===== src/rtl/mult_pkg.sv =====
`default_nettype none
// ============================================================================
// Module      : mult_pkg
// Description : Shared constants and helpers for the pipelined carry-save
//               array multiplier: pipeline geometry, Baugh-Wooley correction
//               constant and stage-register field layout.
// Revision    : 1.0 - initial release
// ============================================================================
package mult_pkg;

    // Number of array rows evaluated between two pipeline registers
    function automatic int rows_per_stage(input int n, input int stages);
        return n / stages;
    endfunction

    // Legal configuration: N >= 2, STAGES in 1..N and STAGES divides N
    function automatic bit stage_cfg_ok(input int n, input int stages);
        return (n >= 2) && (stages >= 1) && (stages <= n) && ((n % stages) == 0);
    endfunction

    // Baugh-Wooley correction constant, one bit at a time: ones at N and 2N-1
    function automatic logic bw_corr_bit(input int n, input int pos);
        return (pos == n) || (pos == (2 * n - 1));
    endfunction

    // Stage-register layout, LSB first:
    // psum[2N] | carry[N] | x[N] | y[N] | signed | valid
    localparam int SR_PSUM_LSB = 0;

    function automatic int sr_carry_lsb(input int n);
        return 2 * n;
    endfunction

    function automatic int sr_x_lsb(input int n);
        return 3 * n;
    endfunction

    function automatic int sr_y_lsb(input int n);
        return 4 * n;
    endfunction

    function automatic int sr_sgn_bit(input int n);
        return 5 * n;
    endfunction

    function automatic int sr_vld_bit(input int n);
        return 5 * n + 1;
    endfunction

    function automatic int sr_width(input int n);
        return 5 * n + 2;
    endfunction

endpackage
`default_nettype wire


===== src/rtl/mult_row.sv =====
`default_nettype none
// ============================================================================
// Module      : mult_row
// Description : One row of the carry-save array: N AND-gate / full-adder
//               cells folding partial-product row row_idx into the running
//               partial-sum and carry vectors. Purely combinational.
// Revision    : 1.0 - initial release
// ============================================================================
module mult_row
    import mult_pkg::*;
#(
    parameter int N     = 8,
    parameter int IDX_W = $clog2(N)
) (
    input  logic [N-1:0]     x,
    input  logic             y_bit,
    input  logic [2*N-1:0]   psum_in,
    input  logic [N-1:0]     carry_in,
    input  logic             is_signed,
    input  logic [IDX_W-1:0] row_idx,
    output logic [2*N-1:0]   psum_out,
    output logic [N-1:0]     carry_out
);

    // Bit-position width covering 0..2N-1
    localparam int c_pos_w = IDX_W + 1;

    // Invariant: value = psum + sum(carry[j] << (row + j)). Cell j of row i
    // adds psum[i+j], pp[i][j] and carry[j]; its carry lands at weight
    // (i+1)+j, which is exactly where the next row expects carry[j].
    always_comb begin
        logic [c_pos_w-1:0] w_pos;
        logic               w_pp;
        psum_out  = psum_in;
        carry_out = '0;
        w_pos     = '0;
        w_pp      = 1'b0;
        for (int j = 0; j < N; j++) begin
            w_pos = c_pos_w'(row_idx) + c_pos_w'(j);
            w_pp  = x[j] & y_bit;
            // Baugh-Wooley: invert partial products in the MSB row or MSB
            // column, but not the corner bit where both meet
            if (is_signed && ((row_idx == IDX_W'(N - 1)) != (j == N - 1))) begin
                w_pp = ~w_pp;
            end
            psum_out[w_pos] = psum_in[w_pos] ^ w_pp ^ carry_in[j];
            carry_out[j]    = (psum_in[w_pos] & w_pp)
                            | (psum_in[w_pos] & carry_in[j])
                            | (w_pp & carry_in[j]);
        end
    end

endmodule
`default_nettype wire


===== src/rtl/pipe_array_mult.sv =====
`default_nettype none
// ============================================================================
// Module      : pipe_array_mult
// Description : Pipelined carry-save array multiplier with per-transaction
//               signed/unsigned mode and valid/ready handshakes. STAGES
//               register stages, each evaluating N/STAGES array rows; the
//               last stage also does the carry-propagate add into out_z.
// Revision    : 1.0 - initial release
// ============================================================================
module pipe_array_mult
    import mult_pkg::*;
#(
    parameter int N      = 8,
    parameter int STAGES = 4
) (
    input  logic           clk,
    input  logic           rst,
    input  logic           in_valid,
    output logic           in_ready,
    input  logic [N-1:0]   in_x,
    input  logic [N-1:0]   in_y,
    input  logic           in_signed,
    output logic           out_valid,
    input  logic           out_ready,
    output logic [2*N-1:0] out_z
);

    localparam int c_rows     = rows_per_stage(N, STAGES);
    localparam int c_idx_w    = $clog2(N);
    localparam int c_sw       = sr_width(N);
    localparam int c_carry_lsb = sr_carry_lsb(N);
    localparam int c_x_lsb    = sr_x_lsb(N);
    localparam int c_y_lsb    = sr_y_lsb(N);
    localparam int c_sgn_bit  = sr_sgn_bit(N);
    localparam int c_vld_bit  = sr_vld_bit(N);

    if (!stage_cfg_ok(N, STAGES)) begin : g_cfg_check
        $error("pipe_array_mult: STAGES must lie in 1..N and divide N");
    end

    logic             w_adv;
    logic [2*N-1:0]   w_bw_corr;
    // w_src[k] is the word stage k consumes: the inputs for k = 0, else the
    // register of stage k-1
    logic [c_sw-1:0]  w_src [STAGES];

    // Whole pipeline moves together; a stalled output freezes every stage
    assign w_adv    = ~out_valid | out_ready;
    assign in_ready = w_adv;

    genvar b;
    for (b = 0; b < 2 * N; b++) begin : g_corr
        assign w_bw_corr[b] = bw_corr_bit(N, b);
    end

    // Signed transactions start with the correction constant preloaded as the
    // partial sum so no extra adder row is needed
    assign w_src[0] = {in_valid, in_signed, in_y, in_x, {N{1'b0}},
                       (in_signed ? w_bw_corr : {2*N{1'b0}})};

    genvar k, r;
    for (k = 0; k < STAGES; k++) begin : g_stage
        logic [2*N-1:0] w_ps [c_rows+1];
        logic [N-1:0]   w_cy [c_rows+1];
        logic [N-1:0]   w_x;
        logic           w_sgn;
        logic           w_vld;

        assign w_x     = w_src[k][c_x_lsb +: N];
        assign w_sgn   = w_src[k][c_sgn_bit];
        assign w_vld   = w_src[k][c_vld_bit];
        assign w_ps[0] = w_src[k][SR_PSUM_LSB +: 2*N];
        assign w_cy[0] = w_src[k][c_carry_lsb +: N];

        for (r = 0; r < c_rows; r++) begin : g_row
            mult_row #(
                .N     (N),
                .IDX_W (c_idx_w)
            ) u_row (
                .x         (w_x),
                .y_bit     (w_src[k][c_y_lsb + k*c_rows + r]),
                .psum_in   (w_ps[r]),
                .carry_in  (w_cy[r]),
                .is_signed (w_sgn),
                .row_idx   (c_idx_w'(k*c_rows + r)),
                .psum_out  (w_ps[r+1]),
                .carry_out (w_cy[r+1])
            );
        end

        if (k < STAGES - 1) begin : g_mid
            logic [c_sw-1:0] r_stage;

            // Intermediate stage register: carry-save state plus operands
            always_ff @(posedge clk or posedge rst) begin
                if (rst) begin
                    r_stage <= '0;
                end else if (w_adv) begin
                    r_stage <= {w_vld, w_sgn, w_src[k][c_y_lsb +: N], w_x,
                                w_cy[c_rows], w_ps[c_rows]};
                end
            end

            assign w_src[k+1] = r_stage;
        end else begin : g_last
            logic [2*N-1:0] w_prod;

            // Carry vector after the final row sits at weights N..2N-1
            assign w_prod = w_ps[c_rows] + {w_cy[c_rows], {N{1'b0}}};

            // Output register; bubbles leave the previous product in place
            always_ff @(posedge clk or posedge rst) begin
                if (rst) begin
                    out_valid <= 1'b0;
                    out_z     <= '0;
                end else if (w_adv) begin
                    out_valid <= w_vld;
                    if (w_vld) begin
                        out_z <= w_prod;
                    end
                end
            end
        end
    end

endmodule
`default_nettype wire

===== config.mk =====
export PLATFORM = sky130hd
export DESIGN_NAME = pipe_array_mult
export DESIGN_NICKNAME = d
export VERILOG_FILES = /design/src/rtl/mult_pkg.sv /design/src/rtl/mult_row.sv /design/src/rtl/pipe_array_mult.sv
export SDC_FILE = /design/constraint.sdc
export NUM_CORES = 1
export LEC_CHECK = 0
export CORE_UTILIZATION = 35
export DETAILED_ROUTE_END_ITERATION = 8
export PLACE_DENSITY_LB_ADDON = 0.3
export SKIP_LAST_GASP = 1
export SLEW_MARGIN = 10
export SYNTH_ARGS = -nofsm -noshare
export SYNTH_HDL_FRONTEND = slang
export SYNTH_SLANG_ARGS = --single-unit

===== constraint.sdc =====
create_clock -name clk -period 5.9 [get_ports clk]
set_clock_uncertainty 0.15 [all_clocks]
set_input_delay 0.59 -clock clk [delete_from_list [all_inputs] [get_ports clk]]
set_output_delay 0.59 -clock clk [all_outputs]
set_load 0.1 [all_outputs]

==> results of run 1 <==
sequential cells by signal, summed over array words and instances (netlist names):
register,cells
g_stage.g_mid.r_stage,99
out_z,16
out_valid,1
per-layer routing:
layer / share of wire, % / GRT usage (%)
met1: 51 / 18.3
met2: 45 / 21.6
met3: 3.5 / 4.85
met4: 0.78 / 4.38
met5: 0 / 0
area by class of cell:
class | count | area (um2) | share of cell area (%)
clock inverter | 9 | 76.3 | 1.03
clock buffer | 23 | 498 | 6.73
tap | 225 | 282 | 3.81
sequential | 116 | 2900 | 39.2
multi-input combinational | 480 | 3100 | 42.0
timing repair buffer | 41 | 403 | 5.45
inverter | 34 | 131 | 1.78
cells in the mapped netlist (all sizes together), types with 2 or more instances:
cell type,number,area [um2]
ha,21,263
buf,22,123
nand4,2,12.5
o211ai,2,15.0
a21o,2,15.0
mux2,10,113
and2,44,275
o21ai,19,95.1
xor2,9,78.8
dfrtp,116,2900
o21bai,2,15.0
a211oi,3,22.5
xnor2,9,78.8
clkbuf,6,22.5
a21oi,7,35.0
inv,34,128
nor2,5,18.8
nand2,291,1090
fa,43,861
nand4bb,2,22.5
through the flow:
| step | cell area, um2 | hold slack [ns] | instances | utilization (%) | worst slack [ns] |
|---|---|---|---|---|---|
| finish | 7400 | 0.311 | 928 | 42.5 | 2.47 |
| global route | 7400 | 0.335 | 928 | 42.5 | 2.31 |
| CTS | 7400 | 0.314 | 928 | 42.5 | 2.46 |
| detailed placement | 6820 | 0.303 | 896 | 39.2 | 2.53 |
| global placement | 6820 | 0.301 | 896 | 39.2 | 2.58 |
| floorplan | 6280 | 0.285 | 658 | - | 2.09 |
worst max-delay path: stages, from the launching register on:
cell and delay, ns:
sky130_fd_sc_hd__dfrtp_1 0.47, sky130_fd_sc_hd__and2_1 0.21, sky130_fd_sc_hd__fa_1 0.48, sky130_fd_sc_hd__inv_1 0.05
sky130_fd_sc_hd__fa_1 0.52, sky130_fd_sc_hd__inv_1 0.04, sky130_fd_sc_hd__ha_1 0.21, sky130_fd_sc_hd__fa_1 0.49
sky130_fd_sc_hd__a211oi_1 0.29, sky130_fd_sc_hd__o21bai_1 0.14, sky130_fd_sc_hd__nand4bb_1 0.13, sky130_fd_sc_hd__o211ai_1 0.10
how the worst min path moves through the flow:
stage / from / cells past startpoint / endpoint / slack, ns
2_1_floorplan: g_stage[2].g_mid.r_stage[0]$_DFFE_PP0N_ / 2 / g_stage[2].g_mid.r_stage[0]$_DFFE_PP0N_ / 0.28
3_3_place_gp: g_stage[2].g_mid.r_stage[2]$_DFFE_PP0N_ / 2 / g_stage[2].g_mid.r_stage[2]$_DFFE_PP0N_ / 0.30
3_5_place_dp: g_stage[2].g_mid.r_stage[1]$_DFFE_PP0N_ / 2 / g_stage[2].g_mid.r_stage[1]$_DFFE_PP0N_ / 0.30
4_1_cts: g_stage[2].g_mid.r_stage[1]$_DFFE_PP0N_ / 2 / g_stage[2].g_mid.r_stage[1]$_DFFE_PP0N_ / 0.31
5_1_grt: g_stage[2].g_mid.r_stage[5]$_DFFE_PP0N_ / 2 / g_stage[2].g_mid.r_stage[5]$_DFFE_PP0N_ / 0.33
6_report: g_stage[2].g_mid.r_stage[5]$_DFFE_PP0N_ / 2 / g_stage[2].g_mid.r_stage[5]$_DFFE_PP0N_ / 0.31
cell families (layout without fill, tap and decap cells):
kind of cell	count (synthesis)	in the layout	synth area share, %
AND/OR/NAND/NOR	350	350	23.5
AO/OA/AOI/OAI	38	38	3.75
multiplexers	10	10	1.79
buffers and inverters	62	107	4.34
adder cells (fa/ha/maj)	64	64	17.9
XOR/XNOR	18	18	2.51
flip-flops	116	116	46.2
==> reports/qor.yml, run 1 <==
floorplan.die.width_um: 136
num-fill-cells: 1683
drt-wirelength-per-cell_um: 12.2
dieHeight_um: 136
max_slew.worst_pin.slew_ns: 1.05
setup.worst_path.class: "reg -> reg"
synth_flop_cell: "sky130_fd_sc_hd__dfrtp_1"
global_route.overflow_total: 0
synthesis.nets: 743
synthesis.area_per_instance_um2: 9.54
first_global_vias: 4378
worstSetupStartpoint: "g_stage[2].g_mid.r_stage[38]$_DFFE_PP0N_"
floorplan.rows: 48
finalSetupViolCount: 0
worst_setup_sp_type: "register"
buffer_ports.inserted: 38
synthesis.instances: 658
drv.max_cap_violation_count: 0
antenna-diode-count: 0
crit-reg2reg-capture: "out_z[14]$_DFFE_PP0P_"
critPathRequiredTime_ns: 6.02
wire_length_of_the_first_global_routing_pass_um: 20400
finalWeightedCongestion: 0.760
cts_hold_bufs: 0
worstRegToRegCells: 11
insertion_delay_ns: 0.41
timing_max_transition_violations_final: 0
synth_async_sr_flop_share_pct: 100
routed_wl_um: 11300
synthToLayoutAreaGrowth_pct: 17.8
buffer_levels_on_the_longest_clock_path: 2
core_area_mm2: 0.0174
synthesis.area_mm2: 0.00628
drtPass1Iterations: 4
achievable-frequency_ghz: 0.292
rrSetupSlack_ns: 2.47
synth_edf_count: 0
initial_antenna_violation_count: 0
layout_common_cells: "sky130_fd_sc_hd__nand2_1 (290), sky130_fd_sc_hd__dfrtp_1 (116), sky130_fd_sc_hd__and2_1 (44)"
design.portCount: 39
ctsRootBufferMaster: "sky130_fd_sc_hd__clkbuf_16"
hold_viol_final: 0
numClockSinks: 116
cp.arrival_ns: 3.55
path_max_fanout: 9
tritoncts.num_buffers: 17
remaining_drc_errors: 0
post_drt_via_cell_ratio: 4.50
initialDrtViolationCount: 272
h_tree_depth: 4
floorplan.initialDensity_pct: 36.1
finish.net_count: 775
crit-reg2reg-launch: "g_stage[2].g_mid.r_stage[38]$_DFFE_PP0N_"
final.min_clock_period_ns: 3.43
drt.antenna.violating_nets: 0
cts_setup_buffers: 0
tritoncts: "done"
clkSlewWorstSetupHoldPaths_ns: 0.05
grt_setup_unrepaired: "false"
crit_path_end_kind: "register"
layout-drive-gt1-share_pct: 7.11
place.detailed.hpwl_um: 7870
endpoint: "out_z[14]$_DFFE_PP0P_"
ys_seq_elements: 116
design.die.area_mm2: 0.0185
grt_start_max_net_pins: 110
via_count: 4180
synth.yosys.warnings: 0
hold_path_class: "reg -> reg"
total_negative_setup_slack_ns: 0
groute.usage.overall_pct: 14.0
remaining_max_slew_budget_at_the_tightest_pin_pct: 30.0
result_of_the_run: "completed"
number_of_distinct_library_cell_variants_in_the_gate_level_netlist_after_synthesis: 33
most_common_cell_after_layout_fill_and_taps_aside: "sky130_fd_sc_hd__nand2_1"
share_of_the_clock_period_used_by_the_worst_path_after_layout_pct: 58.1
post_cts_resized: 0
yosysSeqAreaShare_pct: 46.2
Power of run 1 is not shown: default switching activity piles up to over one toggle a cycle in this logic, so the estimate is an artifact.
==> inputs of run 2 (changes only) <==
clock period = 3.2 ns   (was 5.9 ns; I/O delays follow)
==> reports/qor.yml, run 2 (synthesis results as in run 1) <==
numClockSinks: 116
hold_path_class: "in -> async"
share_of_the_clock_period_used_by_the_worst_path_after_layout_pct: 97.0
max_flop_register: "g_stage.g_mid.r_stage"
cts_hold_bufs: 0
cp.depth: 11
crit-reg2reg-capture: "out_z[12]$_DFFE_PP0P_"
crit-reg2reg-launch: "g_stage[2].g_mid.r_stage[26]$_DFFE_PP0N_"
floorplan.initialDensity_pct: 36.1
cp_num_buf_inv: 2
hold_viol_final: 0
remaining_drc_errors: 0
most_common_cell_after_layout_fill_and_taps_aside: "sky130_fd_sc_hd__nand2_1"
total_negative_setup_slack_ns: 0
largest_registers: "g_stage.g_mid.r_stage x99, out_z x16, out_valid x1"
final-instance-count-excl-fill: 930
finalSetupViolCount: 0
ctsRootBufferMaster: "sky130_fd_sc_hd__clkbuf_16"
buffer_ports.inserted: 38
wire_length_of_the_first_global_routing_pass_um: 21400
global_route.overflow_total: 0
path_delay_family: "adder cells"
drt.antenna.violating_nets: 0
final.min_clock_period_ns: 3.10
initialDrtViolationCount: 272
worstSetupStartpoint: "g_stage[2].g_mid.r_stage[26]$_DFFE_PP0N_"
first_global_vias: 4531
h_tree_depth: 4
initial_antenna_violation_count: 0
insertion_delay_ns: 0.40
result_of_the_run: "completed"
core_area_mm2: 0.0174
layout-drive-gt1-share_pct: 8.79
fin_hold_ws_ns: 0.139
critical-path-slowest-cell: "sky130_fd_sc_hd__fa_1"
grt_setup_unrepaired: "true"
timing_max_transition_violations_final: 0
endpoint: "out_z[12]$_DFFE_PP0P_"
placedInstanceArea_mm2: 0.00687
remaining_max_slew_budget_at_the_tightest_pin_pct: 35.0
dieHeight_um: 136
groute.usage.overall_pct: 14.7
setup.worst_path.class: "reg -> reg"
drtPass1Iterations: 6
path_max_fanout: 3
synthToLayoutAreaGrowth_pct: 18.0
via_count: 4218
rrSetupSlack_ns: 0.1
worst_setup_sp_type: "register"
floorplan.rows: 48
tritoncts: "done"
design.portCount: 39
wl_met1_um: 5790
finalWeightedCongestion: 0.804
number_of_flip_flops_under_the_largest_register_name: 99
clkSlewWorstSetupHoldPaths_ns: 0.05
buffer_levels_on_the_longest_clock_path: 2
drv.max_cap_violation_count: 0
finish.net_count: 781
placed_cells: 899
drt-wirelength-per-cell_um: 12.6
final_area_mm2: 0.00741
routed_wl_um: 11700
worstRegToRegCells: 11
top_layer: "met4"
grt_start_max_net_pins: 116
met3RoutedLength_um: 355
critPathRequiredTime_ns: 3.32
crit_path_end_kind: "register"
layout_common_cells: "sky130_fd_sc_hd__nand2_1 (290), sky130_fd_sc_hd__dfrtp_1 (116), sky130_fd_sc_hd__and2_1 (44)"
antenna-diode-count: 0
max_stage_delay_ns: 0.52
cp.arrival_ns: 3.22
achievable-frequency_ghz: 0.322
met2_wirelength_um: 5410
floorplan.die.width_um: 136
cp_cell_sequence: "and2_1, fa_1, inv_1, fa_1, inv_1, ha_2, fa_2, a21o_1, a21oi_2, xor2_1, o21ai_0"
tritoncts.num_buffers: 17
place.detailed.hpwl_um: 8300
post_drt_via_cell_ratio: 4.54
num-fill-cells: 1708
design.die.area_mm2: 0.0185
max_slew.worst_pin.slew_ns: 0.972
## run 2: area by class of cell
class,instances,area [um2],area share [%]
clock buffers,23,488,6.58
clock inverters,5,28.8,0.388
inverters,34,133,1.79
multi-input cells,480,3110,42.0
flip-flops and latches,116,2900,39.2
well taps,225,282,3.80
repair buffers,47,465,6.28
## run 2: how the worst min path moves through the flow
stage,startpoint,end,slack [ns]
2_1_floorplan,in_y[4],g_stage[0].g_mid.r_stage[36]$_DFFE_PP0N_,0.28
5_1_grt,rst,out_z[1]$_DFFE_PP0P_,0.16
6_report,rst,out_z[1]$_DFFE_PP0P_,0.14
4_1_cts,rst,out_z[6]$_DFFE_PP0P_,0.13
3_3_place_gp,g_stage[2].g_mid.r_stage[2]$_DFFE_PP0N_,g_stage[2].g_mid.r_stage[2]$_DFFE_PP0N_,0.30
3_5_place_dp,g_stage[1].g_mid.r_stage[1]$_DFFE_PP0N_,g_stage[1].g_mid.r_stage[1]$_DFFE_PP0N_,0.31
## run 2: repair_timing
| action | in CTS | in global routing |
|---|---|---|
| pin swaps | 1 | 1 |
| setup buffers | 0 | 3 |
| endpoints found under the setup margin | 1 | 3 |
| gates resized for setup | 1 | 1 |
## run 2: metrics by stage
step	util, %	setup slack [ns]
6_report	42.6	0.0962
5_1_grt	42.6	-0.0632
4_1_cts	42.4	0.0550
3_5_place_dp	39.4	-0.0283
3_3_place_gp	39.4	0.0806
2_1_floorplan	-	0.0142
## run 2: per-layer routing
| metal | vias up | track usage [%] |
|---|---|---|
| li1 | 2115 | - |
| met4 | 0 | 5.00 |
| met5 | - | 0 |
| met3 | 13 | 4.03 |
| met2 | 65 | 23.0 |
| met1 | 2025 | 19.5 |
Power of run 2 is left out for the same reason.
==> inputs of run 3 (changes only) <==
CAP_MARGIN = 10   (was default)
SLEW_MARGIN = 0   (was 10)
==> results of run 3 <==
The final DEF is identical to that of run 2; final timing and power are the same.
Power of run 3 is left out for the same reason.
